`src/rtl/line_raster.sv`:
```
// Bresenham line rasteriser: latches two endpoints and a colour, then streams one pixel per clock.
// Latency: first pixel two edges after the accepting edge; no backpressure, start is ignored while busy.
module line_raster #(
    parameter int WIDTH_BITS = 6,
    parameter int COLOR_BITS = 8
) (
    input  logic                  clk,
    input  logic                  reset,
    input  logic                  start,
    input  logic [WIDTH_BITS-1:0] x0,
    input  logic [WIDTH_BITS-1:0] y0,
    input  logic [WIDTH_BITS-1:0] x1,
    input  logic [WIDTH_BITS-1:0] y1,
    input  logic [COLOR_BITS-1:0] color_in,
    output logic                  busy,
    output logic                  valid,
    output logic [WIDTH_BITS-1:0] x,
    output logic [WIDTH_BITS-1:0] y,
    output logic [COLOR_BITS-1:0] color_out
);

    localparam int AW = WIDTH_BITS + 3;
    localparam logic [WIDTH_BITS-1:0] ONE = WIDTH_BITS'(1);

    typedef enum logic [1:0] {
        IDLE  = 2'd0,
        SETUP = 2'd1,
        DRAW  = 2'd2
    } state_t;

    state_t                  r_state;
    logic [WIDTH_BITS-1:0]   r_x0, r_y0, r_x1, r_y1;
    logic [WIDTH_BITS-1:0]   r_cx, r_cy;
    logic [COLOR_BITS-1:0]   r_color;
    logic signed [AW-1:0]    r_dx, r_dy, r_err;
    logic                    r_sx, r_sy;
    logic                    r_last;

    logic [WIDTH_BITS-1:0]   w_adx, w_ady;
    logic signed [AW-1:0]    w_dx_ext, w_dy_ext;
    logic signed [AW-1:0]    w_e2, w_add_x, w_add_y, w_err_nxt;
    logic                    w_step_x, w_step_y, w_at_end, w_accept;
    logic [WIDTH_BITS-1:0]   w_cx_nxt, w_cy_nxt;

    assign w_adx    = (r_x1 >= r_x0) ? (r_x1 - r_x0) : (r_x0 - r_x1);
    assign w_ady    = (r_y1 >= r_y0) ? (r_y1 - r_y0) : (r_y0 - r_y1);
    assign w_dx_ext = $signed({3'b000, w_adx});
    assign w_dy_ext = $signed({3'b000, w_ady});

    // err is bounded by [dy, dx], so doubling it cannot leave AW bits
    assign w_e2      = r_err <<< 1;
    assign w_step_x  = (w_e2 >= r_dy);
    assign w_step_y  = (w_e2 <= r_dx);
    assign w_add_x   = w_step_x ? r_dy : $signed(AW'(0));
    assign w_add_y   = w_step_y ? r_dx : $signed(AW'(0));
    assign w_err_nxt = r_err + w_add_x + w_add_y;
    assign w_cx_nxt  = w_step_x ? (r_sx ? r_cx + ONE : r_cx - ONE) : r_cx;
    assign w_cy_nxt  = w_step_y ? (r_sy ? r_cy + ONE : r_cy - ONE) : r_cy;
    assign w_at_end  = (r_cx == r_x1) && (r_cy == r_y1);

    // A start arriving on the edge the finished line retires is taken as a back-to-back request
    assign w_accept  = start && ((r_state == IDLE) || ((r_state == DRAW) && r_last));

    always_ff @(posedge clk or negedge reset) begin
        if (!reset) begin
            r_state   <= IDLE;
            r_x0      <= '0;
            r_y0      <= '0;
            r_x1      <= '0;
            r_y1      <= '0;
            r_cx      <= '0;
            r_cy      <= '0;
            r_color   <= '0;
            r_dx      <= '0;
            r_dy      <= '0;
            r_err     <= '0;
            r_sx      <= 1'b0;
            r_sy      <= 1'b0;
            r_last    <= 1'b0;
            busy      <= 1'b0;
            valid     <= 1'b0;
            x         <= '0;
            y         <= '0;
            color_out <= '0;
        end else begin
            case (r_state)
                IDLE: begin
                    busy  <= 1'b0;
                    valid <= 1'b0;
                end
                SETUP: begin
                    r_dx    <= w_dx_ext;
                    r_dy    <= -w_dy_ext;
                    r_sx    <= (r_x0 < r_x1);
                    r_sy    <= (r_y0 < r_y1);
                    r_err   <= w_dx_ext - w_dy_ext;
                    r_cx    <= r_x0;
                    r_cy    <= r_y0;
                    r_state <= DRAW;
                end
                DRAW: begin
                    if (r_last) begin
                        busy    <= 1'b0;
                        valid   <= 1'b0;
                        r_last  <= 1'b0;
                        r_state <= IDLE;
                    end else begin
                        valid     <= 1'b1;
                        x         <= r_cx;
                        y         <= r_cy;
                        color_out <= r_color;
                        if (w_at_end) begin
                            r_last <= 1'b1;
                        end else begin
                            r_err <= w_err_nxt;
                            r_cx  <= w_cx_nxt;
                            r_cy  <= w_cy_nxt;
                        end
                    end
                end
                default: begin
                    r_state <= IDLE;
                    busy    <= 1'b0;
                    valid   <= 1'b0;
                end
            endcase

            if (w_accept) begin
                r_x0    <= x0;
                r_y0    <= y0;
                r_x1    <= x1;
                r_y1    <= y1;
                r_color <= color_in;
                r_last  <= 1'b0;
                busy    <= 1'b1;
                valid   <= 1'b0;
                r_state <= SETUP;
            end
        end
    end

endmodule

```
`config.mk`:
```
export PLATFORM = sky130hd
export DESIGN_NAME = line_raster
export DESIGN_NICKNAME = d
export VERILOG_FILES = /design/src/rtl/line_raster.sv
export SDC_FILE = /design/constraint.sdc
export NUM_CORES = 1
export LEC_CHECK = 0
export BUFFER_PORTS_ARGS = -buffer_cell sky130_fd_sc_hd__buf_2
export CAP_MARGIN = 40
export CORE_MARGIN = 1.5
export CORE_UTILIZATION = 50
export DETAILED_ROUTE_END_ITERATION = 6
export GPL_TIMING_DRIVEN = 0
export PLACE_DENSITY = 0.67
export SLEW_MARGIN = 20
export SYNTH_ARGS = -nofsm -noshare
export SYNTH_HDL_FRONTEND = slang
export SYNTH_SLANG_ARGS = --single-unit
```
`constraint.sdc`:
```
create_clock -name clk -period 4.6 [get_ports clk]
set_input_delay 0.46 -clock clk [delete_from_list [all_inputs] [get_ports clk]]
set_output_delay 0.46 -clock clk [all_outputs]
set_load 0.02 [all_outputs]
```
==> results of run 1 <==
==> registers in the layout (all words and copies together) (netlist names) <==
| name | count |
|---|---|
| r_last | 1 |
| r_cx | 6 |
| r_sy | 1 |
| x | 6 |
| r_err | 8 |
| r_y0 | 6 |
| r_dx | 6 |
| r_sx | 1 |
| r_x0 | 6 |
| valid | 1 |
| r_x1 | 6 |
| r_state | 2 |
| busy | 1 |
| color_out | 8 |
| y | 6 |
| r_color | 8 |
| r_y1 | 6 |
| r_dy | 9 |
| r_cy | 6 |
==> per-stage QoR <==
stage | cells | hold slack [ps] | worst slack [ps]
2_1_floorplan | 625 | 164 | 964
3_3_place_gp | 828 | 456 | 241
3_5_place_dp | 829 | 376 | 233
4_1_cts | 845 | 16.9 | 193
5_1_grt | 845 | 24.6 | 95.1
6_report | 845 | -1.89 | 371
==> placed cells by master, fill, tap and decap left out, types with 3 or more instances in the layout <==
master	count
mux2_2	22
inv_1	63
xor2_1	14
a21boi_1	4
mux2i_1	6
o21bai_1	5
o21ai_1	12
buf_2	56
o21a_1	7
fa_1	14
o21ai_0	41
a21o_1	14
clkbuf_16	9
mux2_1	8
dfrtp_1	94
and3_1	3
nand3_1	5
o22ai_1	11
a21oi_1	42
nand2b_1	7
and2_1	6
nor4_1	3
ha_1	59
nor2_1	37
nand4_1	5
clkbuf_1	20
nor2b_1	10
xnor2_1	27
nand2_1	56
==> worst max-delay path by stage <==
stage	slack, ps	endpoint
final	370	r_err[7]$_DFFE_PN0P_
after global routing	100	r_err[7]$_DFFE_PN0P_
after CTS	190	r_err[7]$_DFFE_PN0P_
after detailed placement	230	r_err[7]$_DFFE_PN0P_
after global placement	240	r_err[7]$_DFFE_PN0P_
after floorplan	960	r_err[7]$_DFFE_PN0P_
==> area by class of cell <==
type	instances	area, um2	area share
inverters	63	236	0.0344
plain buffers	23	96.3	0.0140
flip-flops and latches	94	2350	0.342
clock buffers	10	229	0.0333
clock inverters	6	46.3	0.00673
well taps	147	184	0.0267
repair buffers	57	314	0.0457
multi-input cells	445	3420	0.497
==> metal layers <==
| metal | up-vias | part of all wire |
|---|---|---|
| met5 | - | 0 |
| met4 | 0 | 0.027 |
| met3 | 28 | 0.027 |
| met2 | 92 | 0.49 |
| met1 | 2317 | 0.45 |
| li1 | 2260 | - |
==> worst reg2reg max path, delay by kind of cell, from the launching register on <==
family                   cells  cell delay [ps]
AO/OA/AOI/OAI                8             1040
XOR/XNOR                     2              360
adder cells (fa/ha/maj)      4             1320
buffers and inverters        3              400
flip-flops                   1              350
AND/OR/NAND/NOR              4              630
==> cell families after synthesis <==
family                     after synthesis  share of synthesized area
AOI/OAI and AO/OA                      156                      0.156
xor gates and xnor gates                42                     0.0616
and+or+nand+nor                        135                      0.101
buffers and inverters                   86                     0.0544
DFF                                     94                      0.386
adders and majority gates               73                      0.167
muxes                                   39                     0.0739
==> results.py, run 1 <==
metrics = {
    "outcome": {
        "status": "finished, violations left",
        "violations": "hold timing",
    },
    "floorplan": {
        "design.core.area_mm2": 0.0120,
        "dieWidth_um": 113,
        "io_pins": 57,
        "dieArea_mm2": 0.0129,
        "core.rowCount": 40,
        "start_util": 0.510,
        "die_y_um": 113,
    },
    "detailed_routing": {
        "dr.pass1.iters": 4,
        "viasPerCell": 5.56,
        "drt-initial-drc-count": 314,
        "vias": 4697,
        "drt-wirelength-per-cell_um": 17.3,
        "drc_errors": 0,
        "ant_nets": 0,
        "finalWirelength_um": 14600,
    },
    "clock_network": {
        "post_cts.repair.setup_buffers": 0,
        "ctsHtreeMaxLevel": 3,
        "postCtsHoldBufs": 0,
        "clkSinkCount": 94,
        "cts_tree": "done",
        "cts_buffers": 9,
        "clock_latency_ps": 340,
        "root_buffer": "clkbuf_16",
        "post_cts_resized": 0,
        "clk_pin_slew_ps": 70,
        "clk_path_buf_depth": 2,
    },
    "timing": {
        "timing.hold.ws_ps": -1.89,
        "relSlewSlack": 0.449,
        "post-route-min-period_ps": 4230,
        "slew_violations": 0,
        "fin_tns_setup_ps": 0,
        "fin_skew_ps": 9.24,
        "fmax_ghz": 0.236,
        "timing.final.crit_share": 0.919,
        "rsz0062_at_grt": "false",
        "setup_viol": 0,
        "worst_slew_pin_slew_ps": 806,
        "finalHoldViolations": 1,
    },
    "grt": {
        "antenna_found_initial": 0,
        "grt_pass1_vias": 4960,
        "grt_pass1_wl_um": 23800,
        "track_usage": 0.238,
        "met3_usage": 0.0282,
        "grt_overflow": 0,
        "grt_use_met1": 0.305,
        "top_usage_layer": "met2",
        "met2_usage": 0.415,
        "grt_max_degree": 63,
    },
    "yosys": {
        "synth_commonest_cells": "dfrtp_1 (94), inv_1 (63), ha_1 (59)",
        "ys_seq_area_frac": 0.386,
        "yosysTopAreaCell": "dfrtp_1",
        "async_reset_ff_frac": 1.00,
        "synth_edf_count": 0,
        "synthesis.area_mm2": 0.00609,
        "netlist_instances": 625,
        "syn-num-nets": 733,
        "synth_top_cells_by_area": "dfrtp_1 (39%), ha_1 (12%), fa_1 (4.6%)",
        "synth_most_common_cell": "dfrtp_1",
        "synth.distinct_cells": 52,
        "ys_warn_count": 0,
        "synth_ff_type": "dfrtp_1",
        "avgSynthCellArea_um2": 9.75,
        "yosysTopAreaCellShare": 0.386,
        "ys_ff_latch": 94,
    },
    "worst_setup_path": {
        "crit_family": "adder cells",
        "path_buf_inv": 3,
        "crit_required_ps": 4830,
        "cpMaxStageDelayCell": "fa_1",
        "cp.depth": 21,
        "r2r-start": "r_dy[1]$_DFFE_PN0P_",
        "worst_r2r_path_depth": 21,
        "critical_path.startpoint_type": "flip-flop",
        "crit_chain": "inv_1 > ha_1 > nor2b_1 > o21a_1 > o21a_1 > o21ai_1 > a21oi_1 > clkbuf_2 > and2_1 > fa_1 > ha_1 > inv_1 > fa_1 > nor2b_1 > o21ai_0 > nand2b_1 > a21o_1 > a21oi_1 > xnor2_1 > xnor2_1 > o21ai_1",
        "worstPathMaxFanout": 10,
        "r2r_slack_ps": 370,
        "cp-end-kind": "flip-flop",
        "timing.rr.end": "r_err[7]$_DFFE_PN0P_",
        "critPathLaunch": "r_dy[1]$_DFFE_PN0P_",
        "slowest_delay_ps": 500,
        "setup.worst_path.class": "reg -> reg",
        "arrival_ps": 4460,
    },
    "final_layout": {
        "drive_gt1_frac": 0.153,
        "area_growth_pct": 12.8,
        "num_antenna_cells": 0,
        "fill_cells": 1051,
        "fin_nets": 801,
        "fin_area_mm2": 0.00688,
        "utilization": 0.575,
    },
    "place": {
        "gp_congestion": 0.886,
        "io_buffers": 56,
        "dp_hpwl_um": 11600,
        "place_area_mm2": 0.00659,
    },
    "flow_run": {
        "max_cap_viol_count": 0,
    },
    "worst_hold_path": {
        "hp-class": "in -> async",
    },
}
Power of run 1 is not shown: default switching activity piles up to over one toggle a cycle in this logic, so the estimate is an artifact.
==> run 2, diff against run 1 <==
- REMOVE_ABC_BUFFERS: default -> 1
==> run 2 against run 1 <==
  * The flow now finishes without violations
  * Clock-buffer cell count grew 3
  * Fmax increased by 2.5%
  * Global-route usage down 1.6 points
  * Utilization increased by 0.31 points
==> results.py, run 2 (synthesized netlist as in run 1, its figures left out) <==
metrics = {
    "clock_network": {
        "ctsHtreeMaxLevel": 3,
        "clk_pin_slew_ps": 70,
        "root_buffer": "clkbuf_16",
        "clk_path_buf_depth": 2,
        "clock_latency_ps": 340,
        "cts_buffers": 9,
        "cts_tree": "done",
        "clkSinkCount": 94,
    },
    "worst_setup_path": {
        "r2r_slack_ps": 470,
        "crit_required_ps": 4810,
        "setup.worst_path.class": "reg -> reg",
        "cp-end-kind": "flip-flop",
        "path_buf_inv": 2,
        "crit_chain": "inv_1 > ha_1 > nor2b_1 > o21a_1 > o21a_1 > o211ai_1 > a211oi_4 > nor2_1 > fa_1 > ha_1 > inv_1 > fa_1 > nor2b_1 > o21ai_0 > nand2b_1 > a21o_1 > a21oi_1 > xnor2_1 > xnor2_1 > o21ai_1",
        "critical_path.startpoint_type": "flip-flop",
        "crit_family": "compound AO/OA/AOI/OAI gates",
        "cpMaxStageDelayCell": "a211oi_4",
        "arrival_ps": 4340,
        "worstPathMaxFanout": 10,
        "slowest_delay_ps": 530,
    },
    "grt": {
        "antenna_found_initial": 0,
        "grt_pass1_wl_um": 22600,
        "track_usage": 0.223,
        "grt_overflow": 0,
        "grt_max_degree": 49,
        "grt_pass1_vias": 4694,
    },
    "floorplan": {
        "io_pins": 57,
        "dieWidth_um": 113,
        "dieArea_mm2": 0.0129,
        "design.core.area_mm2": 0.0120,
        "start_util": 0.510,
        "core.rowCount": 40,
        "die_y_um": 113,
    },
    "detailed_routing": {
        "drt-wirelength-per-cell_um": 15.8,
        "drt-initial-drc-count": 234,
        "vias": 4534,
        "finalWirelength_um": 13100,
        "viasPerCell": 5.48,
        "ant_nets": 0,
        "dr.pass1.iters": 4,
        "drc_errors": 0,
    },
    "timing": {
        "fin_skew_ps": 7.00,
        "slew_violations": 0,
        "post-route-min-period_ps": 4130,
        "fmax_ghz": 0.242,
        "setup_viol": 0,
        "timing.hold.ws_ps": 47.5,
        "finalHoldViolations": 0,
        "timing.final.crit_share": 0.897,
        "worst_slew_pin_slew_ps": 777,
        "relSlewSlack": 0.469,
        "rsz0062_at_grt": "false",
        "fin_tns_setup_ps": 0,
    },
    "final_layout": {
        "area_growth_pct": 13.4,
        "largest_reg_flops": 9,
        "num_antenna_cells": 0,
        "regArea_mm2": 0.00235,
        "multiInputGateArea_mm2": 0.00344,
        "drive_gt1_frac": 0.169,
        "largest_register": "r_dy",
        "final_cell_mix": "dfrtp_1 (94), inv_1 (63), ha_1 (59), nand2_1 (56), buf_2 (55)",
        "fin_nets": 785,
        "fill_cells": 1034,
        "final_common_cell": "dfrtp_1",
    },
    "flow_run": {
        "max_cap_viol_count": 0,
    },
    "outcome": {
        "status": "finished, final reports clean",
    },
    "place": {
        "dp_hpwl_um": 10300,
        "io_buffers": 56,
        "gp_congestion": 0.877,
    },
    "worst_hold_path": {
        "hp-class": "in -> async",
    },
}
==> run 2: metrics by stage <==
stage                util  instances  worst slack (ps)  cell area, um2
global route        0.578        828              56.4            6910
global placement    0.540        805             -1010            6460
finish              0.578        828               473            6910
floorplan               -        602               538            6000
detailed placement  0.551        813               311            6590
CTS                 0.577        828               297            6910
==> run 2: worst reg2reg max path, stage by stage, from the launching register on <==
cell	delay, ps
dfrtp_1	350
inv_1	70
ha_1	260
nor2b_1	210
o21a_1	150
o21a_1	120
o211ai_1	130
a211oi_4	530
nor2_1	130
fa_1	510
ha_1	160
inv_1	50
fa_1	370
nor2b_1	140
o21ai_0	90
nand2b_1	110
a21o_1	120
a21oi_1	70
xnor2_1	190
xnor2_1	140
o21ai_1	100
==> run 2: path summary, 6_finish.rpt <==
kind	depth (start not counted)	endpoint	start
worst max-delay path	20	r_err[7]$_DFFE_PN0P_	r_dx[1]$_DFFE_PN0P_
worst min-delay path	1	x[3]$_DFFE_PN0P_	reset
worst max register to register	20	r_err[7]$_DFFE_PN0P_	r_dx[1]$_DFFE_PN0P_
worst min register to register	1	valid$_DFFE_PN0N_	valid$_DFFE_PN0N_
max in group asynchronous	2	r_dy[5]$_DFFE_PN0P_	reset
min in group clk	3	r_x0[1]$_DFFE_PN0P_	x0[1]
==> run 2: area by class of cell <==
type,instances,area share
flip-flops and latches,94,0.340
repair buffers,64,0.0552
clock buffers,13,0.0405
inverters,63,0.0342
clock inverters,2,0.00561
multi-input cells,445,0.498
well taps,147,0.0266
==> run 2: layer usage <==
metal  wire length (um)  global-route usage  up-vias  share of wire
met3                607              0.0276       13          0.046
met4                185              0.0817        0          0.014
met1               5760               0.294     2195           0.44
met5                  0                   0        -              0
li1                   -                   -     2227              -
met2               6550               0.379       99           0.50
==> run 2: repair_timing <==
action                     CTS  global route
hold buffers                 0             0
buffers inserted             0             0
resized for setup            0             1
setup endpoints to repair    0             1
Power of run 2 is left out for the same reason.
==> run 3, diff against run 2 <==
- CORE_UTILIZATION: 50 -> 45
- PLACE_DENSITY: 0.67 -> 0.61
==> run 3 against run 2 <==
  * Register-to-register slack improved by 20 ps
  * First-iteration DRC count decreased by 1.3%
  * Hold slack got worse by 15 ps
  * Worst setup slack improved by 16 ps
  * Utilization decreased by 5.3 points
  * Clock-buffer cell count decreased by 3
  * Cell area increased by 0.47%
  * Non-clock buffer count unchanged
==> results.py, run 3 (synthesized netlist as in run 1, its figures left out) <==
metrics = {
    "detailed_routing": {
        "viasPerCell": 5.26,
        "dr.pass1.iters": 4,
        "dr_wl_met3_um": 622,
        "top_layer_used": "met4",
        "drt-wirelength-per-cell_um": 15.5,
        "drc_errors": 0,
        "finalWirelength_um": 13300,
        "drt-initial-drc-count": 231,
        "wl_met2_um": 6440,
        "ant_nets": 0,
        "m1WireLength_um": 6030,
        "vias": 4514,
    },
    "grt": {
        "grt_overflow": 0,
        "grt_pass1_wl_um": 22900,
        "antenna_found_initial": 0,
        "track_usage": 0.200,
        "grt_pass1_vias": 4815,
        "grt_max_degree": 50,
    },
    "place": {
        "place_area_mm2": 0.00662,
        "gp_congestion": 0.852,
        "dp_hpwl_um": 10400,
        "io_buffers": 56,
    },
    "clock_network": {
        "ctsHtreeMaxLevel": 3,
        "cts_tree": "done",
        "clk_pin_slew_ps": 70,
        "clock_latency_ps": 350,
        "cts_buffers": 9,
        "root_buffer": "clkbuf_16",
        "post_cts.repair.setup_buffers": 0,
        "clk_path_buf_depth": 2,
        "clkSinkCount": 94,
    },
    "final_layout": {
        "largest_reg_flops": 9,
        "drive_gt1_frac": 0.169,
        "final_common_cell": "dfrtp_1",
        "largest_register": "r_dy",
        "fin_area_mm2": 0.00695,
        "final_cell_mix": "dfrtp_1 (94), inv_1 (63), ha_1 (59), nand2_1 (56), buf_2 (55)",
        "fin_nets": 785,
        "num_antenna_cells": 0,
        "fill_cells": 1215,
        "area_growth_pct": 14.0,
    },
    "worst_setup_path": {
        "critical_path.startpoint_type": "flip-flop",
        "cpMaxStageDelayCell": "a211oi_4",
        "worstPathMaxFanout": 10,
        "setup.worst_path.class": "reg -> reg",
        "slowest_delay_ps": 520,
        "arrival_ps": 4340,
        "crit_chain": "ha_1 > nor2b_1 > o21a_1 > o21a_1 > o211ai_1 > a211oi_4 > nor2_1 > fa_1 > ha_1 > inv_1 > fa_1 > nor2b_1 > o21ai_0 > nand2b_1 > a21o_1 > a21oi_1 > xnor2_1 > xnor2_1 > o21ai_1",
        "path_buf_inv": 1,
        "crit_family": "adder cells",
        "crit_required_ps": 4830,
        "cp-end-kind": "flip-flop",
    },
    "timing": {
        "setup_viol": 0,
        "rsz0062_at_grt": "false",
        "timing.final.crit_share": 0.894,
        "slew_violations": 0,
        "finalHoldViolations": 0,
        "worst_slew_pin_slew_ps": 793,
        "post-route-min-period_ps": 4110,
        "relSlewSlack": 0.457,
        "fin_skew_ps": 10.5,
        "fmax_ghz": 0.243,
    },
    "floorplan": {
        "dieArea_mm2": 0.0143,
        "io_pins": 57,
        "design.core.area_mm2": 0.0132,
        "die_y_um": 119,
        "start_util": 0.460,
        "dieWidth_um": 119,
        "core.rowCount": 42,
    },
    "flow_run": {
        "max_cap_viol_count": 0,
    },
    "outcome": {
        "status": "finished, final reports clean",
    },
    "worst_hold_path": {
        "hp-class": "in -> async",
    },
}
[run 3: final timing paths]
path | start | endpoint | slack [ps] | depth (start not counted)
max | r_err[0]$_DFFE_PN0P_ | r_err[7]$_DFFE_PN0P_ | 490 | 19
min | reset | busy$_DFFE_PN0P_ | 30 | 1
max reg2reg | r_err[0]$_DFFE_PN0P_ | r_err[7]$_DFFE_PN0P_ | 490 | 19
min reg2reg | busy$_DFFE_PN0P_ | busy$_DFFE_PN0P_ | 480 | 1
max in group asynchronous | reset | r_dy[7]$_DFFE_PN0P_ | 3970 | 2
min in group clk | y1[4] | r_y1[4]$_DFFE_PN0P_ | 320 | 3
[run 3: metal layers]
metal	GRT usage	up-vias
met5	0	-
met4	0.0565	0
met3	0.0354	17
met2	0.345	88
met1	0.259	2179
li1	-	2230
[run 3: stage by stage]
stage | worst slack (ps) | utilization | hold WS (ps) | cells | TNS, ps
after detailed placement | 309 | 0.500 | 419 | 842 | 0
after global placement | -1180 | 0.491 | 460 | 834 | -36070
final | 488 | 0.525 | 32.5 | 858 | 0
after floorplan | 538 | - | 164 | 602 | 0
after CTS | 280 | 0.524 | 52.5 | 858 | 0
after global routing | 122 | 0.525 | 69.0 | 858 | 0
[run 3: cell type report]
type	instances	area, um2	share of cell area
Tap cell	176	220	0.0317
Multi-Input combinational cell	445	3440	0.495
Clock inverter	6	93.8	0.0135
Sequential cell	94	2350	0.339
Inverter	63	236	0.0340
Timing Repair Buffer	64	374	0.0539
Clock buffer	10	229	0.0330
[run 3: timing repair]
action | CTS | global route
endpoints found under the setup margin | 0 | 1
hold buffers | 0 | 0
endpoints found under the hold margin | 0 | 0
resized for setup | 0 | 1
Power of run 3 is left out for the same reason.
